**config.mk**
```make
export PLATFORM = sky130hd
export DESIGN_NAME = core_sequencer
export DESIGN_NICKNAME = d
export VERILOG_FILES = /design/src/rtl/core_pkg.sv /design/src/rtl/core_sequencer_wait_timer.sv /design/src/rtl/core_sequencer.sv
export SDC_FILE = /design/constraint.sdc
export NUM_CORES = 1
export LEC_CHECK = 0
export CAP_MARGIN = 20
export CORE_MARGIN = 2
export CORE_UTILIZATION = 35
export CTS_BUF_LIST = sky130_fd_sc_hd__clkbuf_8 sky130_fd_sc_hd__clkbuf_16
export CTS_CLUSTER_DIAMETER = 80
export DETAILED_ROUTE_END_ITERATION = 8
export SYNTH_ARGS = -nofsm -noshare
export SYNTH_HDL_FRONTEND = slang
export SYNTH_SLANG_ARGS = --single-unit
```
**constraint.sdc**
```tcl
create_clock -name clk -period 7.16 [get_ports clk]
set_clock_uncertainty 0.15 [all_clocks]
set_input_delay 1.074 -clock clk [delete_from_list [all_inputs] [get_ports clk]]
set_output_delay 1.074 -clock clk [all_outputs]
set_load 0.02 [all_outputs]
```
**src/rtl/core_pkg.sv**
```systemverilog
// Shared types and defaults for the multi-cycle core sequencer.
package core_pkg;

  typedef enum logic [2:0] {
    S_IDLE  = 3'd0,
    S_FETCH = 3'd1,
    S_EXEC  = 3'd2,
    S_MEM   = 3'd3,
    S_WB    = 3'd4,
    S_TRAP  = 3'd5
  } seq_state_t;

  localparam int TIMEOUT_DEFAULT = 64;
  localparam int CNT_W_DEFAULT   = 64;

  // Counter width able to hold 0..limit; never narrower than one bit.
  function automatic int timer_w(input int limit);
    return (limit < 1) ? 1 : $clog2(limit + 1);
  endfunction

endpackage

```
**src/rtl/core_sequencer_wait_timer.sv**
```systemverilog
// Bus wait counter shared by the fetch and data-memory handshakes.
// expired flags the last permitted wait cycle; LIMIT=0 disables it.
module wait_timer
  import core_pkg::*;
#(
  parameter int LIMIT = TIMEOUT_DEFAULT,
  parameter int W     = timer_w(LIMIT)
) (
  input  logic clk,
  input  logic reset,
  input  logic clear,
  input  logic inc,
  output logic expired
);

  logic [W-1:0] cnt;

  assign expired = (LIMIT != 0) && (cnt == W'(LIMIT - 1));

  // Count stalled cycles; saturate so a disabled limit never wraps.
  always_ff @(posedge clk or posedge reset) begin
    if (reset)                               cnt <= '0;
    else if (clear)                          cnt <= '0;
    else if (inc && !expired && cnt != '1)   cnt <= cnt + W'(1);
  end

endmodule

```
**src/rtl/core_sequencer.sv**
```systemverilog
// Multi-cycle control FSM for the single-issue RV64 datapath: fetch,
// execute, optional memory access, write-back, with a sticky trap on an
// illegal opcode or a bus wait timeout.
module core_sequencer
  import core_pkg::*;
#(
  parameter int TIMEOUT = TIMEOUT_DEFAULT,
  parameter int CNT_W   = CNT_W_DEFAULT
) (
  input  logic             clk,
  input  logic             reset,
  input  logic             run,
  input  logic             dec_rf_w,
  input  logic             dec_dm_r,
  input  logic             dec_dm_w,
  input  logic             dec_skip,
  input  logic             dec_illegal,
  output logic             i_valid,
  input  logic             i_ready,
  output logic             d_valid,
  output logic             d_write,
  input  logic             d_ready,
  output logic             ir_we,
  output logic             alu_we,
  output logic             mdr_we,
  output logic             rf_we,
  output logic             pc_we,
  output logic             pc_sel,
  output logic             busy,
  output logic             trap,
  output logic [CNT_W-1:0] instret
);

  seq_state_t state;
  logic       expired;
  logic       in_fetch, in_mem, in_wb;

  assign in_fetch = (state == S_FETCH);
  assign in_mem   = (state == S_MEM);
  assign in_wb    = (state == S_WB);

  // Counter is held at zero outside the request states, so it starts
  // clean on every entry to FETCH or MEM.
  wait_timer #(.LIMIT(TIMEOUT)) u_timer (
    .clk     (clk),
    .reset   (reset),
    .clear   (!(in_fetch || in_mem)),
    .inc     ((in_fetch && !i_ready) || (in_mem && !d_ready)),
    .expired (expired)
  );

  // State sequencing and retired-instruction count.
  always_ff @(posedge clk or posedge reset) begin
    if (reset) begin
      state   <= S_IDLE;
      instret <= '0;
    end else begin
      case (state)
        S_IDLE:  if (run) state <= S_FETCH;
        S_FETCH: begin
          // ready on the final wait cycle still completes the handshake
          if (i_ready)      state <= S_EXEC;
          else if (expired) state <= S_TRAP;
        end
        S_EXEC: begin
          if (dec_illegal)             state <= S_TRAP;
          else if (dec_dm_r | dec_dm_w) state <= S_MEM;
          else                          state <= S_WB;
        end
        S_MEM: begin
          if (d_ready)      state <= S_WB;
          else if (expired) state <= S_TRAP;
        end
        S_WB: begin
          instret <= instret + CNT_W'(1);
          state   <= run ? S_FETCH : S_IDLE;
        end
        S_TRAP:  state <= S_TRAP;
        default: state <= S_IDLE;
      endcase
    end
  end

  // Output decodes; reset forces IDLE so every strobe drops at once.
  assign i_valid = in_fetch;
  assign ir_we   = in_fetch && i_ready;
  assign alu_we  = (state == S_EXEC);
  assign d_valid = in_mem;
  assign d_write = in_mem && dec_dm_w;
  assign mdr_we  = in_mem && d_ready && dec_dm_r;
  assign rf_we   = in_wb && (dec_rf_w || dec_dm_r) && !dec_dm_w;
  assign pc_we   = in_wb;
  assign pc_sel  = in_wb && dec_skip;
  assign busy    = (state != S_IDLE) && (state != S_TRAP);
  assign trap    = (state == S_TRAP);

endmodule

```
After elaboration in Yosys (flattened, before gate mapping). Cells that the tools add are included.

Add/sub/neg operators: 2. Equality and inequality tests: 10. Multiplexer cells: 10. Bitwise operators: 1. Reduce and logical (&&, ||, !) cells: 21.

Operators with widths (count): adder 64 x 1 -> 64 bit (second input constant) (1); two-way mux 3 bit (6); case mux 3 bit (6 select lines) (1); two-way mux 7 bit (2); logical AND 1 bit (12); adder 7 x 1 -> 7 bit (second input constant) (1); equality test 7 x 6 -> 1 bit (second input constant) (1); != test 7 bit (second input constant) (1); equality test 3 x 2 -> 1 bit (second input constant) (2); equality test 3 bit (second input constant) (2); logical NOT 1 bit (4); equality test 3 x 1 -> 1 bit (second input constant) (1); logical NOT 3 bit (1); logical OR 1 bit (3); != test 3 bit (second input constant) (1); nonzero test 3 bit (1); != test 2 x 1 -> 1 bit (second input constant) (1); != test 2 bit (second input constant) (1); two-way mux 1 bit (1); OR 1 bit (1).

Flip-flop bits (word level): 74. Output and inout bits: 75. Logic and storage cells: 47.

Logic depth before layout (Yosys ltp).
Depth in word-level cells: 7. Depth in mapped cells: 9.

Modules after synthesis. Synthesis repeated with hierarchy kept, for this count alone.

Cells, all modules: 343. Area, all modules: 3597.2 µm².

By module, submodules not included: core_sequencer (times used 1, cells each 305, area an instance 3224.3 µm²); wait_timer (times used 1, cells each 38, area an instance 372.9 µm²).

Worst setup path after synthesis. No wires, ideal clock.

Kind: input to output. Start point: input port dec_dm_w. End point: output port rf_we. Arrival time: 1571 ps. Data required time: 5936 ps. Slack: 4365 ps. Stages on the path: 1. Cell sequence: nor3_1.

Cells in the longest elaborated chain, start to end: 2.

Ends and longest elaborated chain: start: declaration (RTL line core_sequencer.sv:15) `input logic dec_dm_w,`; logical NOT 1 bit (RTL line core_sequencer.sv:91) `assign rf_we = in_wb && (dec_rf_w || dec_dm_r) && !dec_dm_w;`; logical AND 1 bit (RTL line core_sequencer.sv:91); end: declaration (RTL line core_sequencer.sv:26) `output logic rf_we,`.

Every way passes these cells.

Final worst setup path.
Start point: input port dec_dm_r. End point: output port rf_we.

Cells in the longest elaborated chain, start to end: 3.

Ends and longest elaborated chain: start: declaration (RTL line core_sequencer.sv:14) `input logic dec_dm_r,`; logical OR 1 bit (RTL line core_sequencer.sv:91); logical AND 1 bit (2 in a row) (RTL line core_sequencer.sv:91).

Every way passes these cells.

==> out/metrics.cfg <==
[yosys]
syn_area_um2 = 3630
ys_types = 40
syn-num-nets = 360
ys_ff_latch = 74
synthCells = 348
synth_ff_type = dfrtp_1
avgSynthCellArea_um2 = 10.4
synth-seq-area-share_pct = 51.0
synth_edf_count = 0
async_reset_ff_share_pct = 100
ys_warn_count = 0

[drt]
drc = 0
wl_per_cell_um = 14.1
viasPerCell = 4.95
dr_total_vias = 2859
drtIter0Drc = 62
drt-total-wl_mm = 8.13
drt-pass1-iter-count = 4
final_antenna_net_count = 0

[cts]
numCtsBuffers = 9
cts_tree = yes
postCtsSetupBuffers = 0
h-tree-depth = 3
holdBufCountCts = 0
cts_buffer_depth = 2
post_cts_resized = 0
root_buffer = clkbuf_8
cts.sinks = 74
clkLatencyLatePin_ns = 0.34
clk_pin_slew_worst_paths_ns = 0.08

[finish]
area_growth_pct = 33.4
fin_util_pct = 47.5
drive_above_1_share_pct = 7.26
layout.nets = 448
antenna_cells = 0

[floorplan]
core_area_um2 = 10200
start_util_pct = 35.7
die_w_um = 106
die_h_um = 106
fp-row-count = 37
die-area_um2 = 11200
io_pins = 85

[timing]
worstMarginPinSlew_ns = 0.932
rsz0062_at_grt = false
finalSetupViolCount = 0
max_slew_margin_pct = 37.9
tns_ns = 0
slew_violations = 0
post-route-min-period_ns = 3.63
max_freq_mhz = 275
finalHoldViolCount = 0
fin_crit_sh_pct = 50.8

[global_route]
grt_overflow = 0
track_usage_pct = 15.5
grt_pass1_wl_mm = 13.7
antenna_found_initial = 0
grt_max_degree = 75
grt_pass1_vias = 2794

[setup_path]
critical_path_arrival_ns = 2.41
crit_type = in2out
cp-start-kind = input pin
crit_path_end_kind = primary output
crit_required_ns = 5.94
r2r_setup_slack_ns = 4.43
path_max_fanout = 4

[placement]
hpwl_mm = 5.71
port_buffers = 84
gp_congestion = 0.767

[power_and_ir_drop]
power_density_nw_per_um2 = 226
ir_drop_mv = 0.185
p_leak_uw = 0.00209

[hold_path]
hold_class = reg2reg

[run_status]
status = completed

[job]
max_cap_viol_count = 0

flip-flops by register name, summed over array words and instances, names as in the netlist:
name,count
instret,64
state,3
u_timer.cnt,7
worst paths after layout:
| path | depth (start not counted) | endpoint | startpoint |
|---|---|---|---|
| min in group asynchronous | 3 | instret[35] | reset |
| max | 4 | rf_we | dec_dm_r |
| min reg2reg | 1 | instret[56] | instret[56] |
| max in group asynchronous | 3 | instret[56] | reset |
| min | 1 | instret[56] | instret[56] |
| max reg2reg | 5 | instret[45] | state[0] |
area by class of cell:
| class | count | area (µm²) |
|---|---|---|
| fillers | 966 | 5340 |
| flip-flops and latches | 74 | 1850 |
| multi-input cells | 258 | 1690 |
| repair buffers | 86 | 863 |
| well taps | 136 | 170 |
| clock buffers | 12 | 165 |
| clock inverters | 4 | 72.6 |
| inverters | 7 | 31.3 |
layer usage:
layer / wire length (µm) / vias up / track usage, %
met5: 0 / - / 0
met4: 103 / 0 / 6.11
met3: 546 / 10 / 4.89
met2: 3570 / 79 / 22.8
met1: 3910 / 1363 / 21.1
li1: - / 1407 / -
synth_stat cells, drive strengths merged, types with 5 or more instances:
cell type | count | area share (%)
dfrtp | 74 | 51
xor2 | 43 | 10
nor4 | 10 | 1.9
nand2 | 36 | 3.7
and3 | 6 | 1.0
nand4 | 19 | 3.3
xnor2 | 24 | 5.8
clkbuf | 5 | 0.52
nor2 | 24 | 2.5
inv | 6 | 0.62
nand3 | 29 | 4.3
nor3 | 30 | 5.2
worst max-delay path, cell delays in order:
cell and delay (ns):
clkdlybuf4s50_1 0.52, nor2_1 0.06, nor3_1 0.13, clkdlybuf4s50_1 0.63
kinds of logic (layout without fill, tap and decap cells):
logic type / count (synthesis) / count (layout) / synth area share [%]
AO/OA/AOI/OAI: 12 / 12 / 2.58
adder cells (fa/ha/maj): 2 / 2 / 0.689
XOR/XNOR: 67 / 67 / 16.2
flip-flops: 74 / 74 / 51.0
AND/OR/NAND/NOR: 177 / 177 / 27.0
buffers and inverters: 16 / 109 / 2.52
cells in the final DEF, fill, tap and decap left out, types with 2 or more instances in the layout:
| master | synthesis | routed |
|---|---|---|
| and2_1 | 4 | 4 |
| and3_1 | 6 | 6 |
| and4_1 | 4 | 4 |
| bufinv_16 | 0 | 2 |
| clkbuf_8 | 0 | 12 |
| clkdlybuf4s50_1 | 0 | 84 |
| dfrtp_1 | 74 | 74 |
| ha_1 | 2 | 2 |
| inv_1 | 6 | 5 |
| nand2_1 | 36 | 36 |
| nand2b_1 | 2 | 2 |
| nand3_1 | 28 | 28 |
| nand4_1 | 19 | 19 |
| nand4bb_1 | 2 | 2 |
| nor2_1 | 24 | 24 |
| nor2b_1 | 2 | 2 |
| nor3_1 | 22 | 22 |
| nor3_2 | 8 | 8 |
| nor4_1 | 9 | 9 |
| o21ai_0 | 3 | 3 |
| o41ai_1 | 2 | 2 |
| or3_1 | 2 | 2 |
| or4_1 | 2 | 2 |
| xnor2_1 | 24 | 24 |
| xor2_1 | 43 | 43 |
per-stage QoR:
step | std cells | hold slack [ns] | worst slack (ns) | power, µW | instance area (µm²)
finish | 577 | 0.341 | 3.53 | 1090 | 4840
floorplan | 348 | 0.328 | 4.05 | 642 | 3630
detailed placement | 560 | 0.331 | 3.53 | 726 | 4590
global route | 577 | 0.358 | 3.37 | 1160 | 4840
CTS | 576 | 0.343 | 3.48 | 1110 | 4830
global placement | 560 | 0.327 | 3.53 | 727 | 4590
power by group:
group	internal [µW]	switching (µW)
clock network	224	154
registers	441	44.2
logic	104	126
No activity file was read; power rests on OpenSTA's default activity.
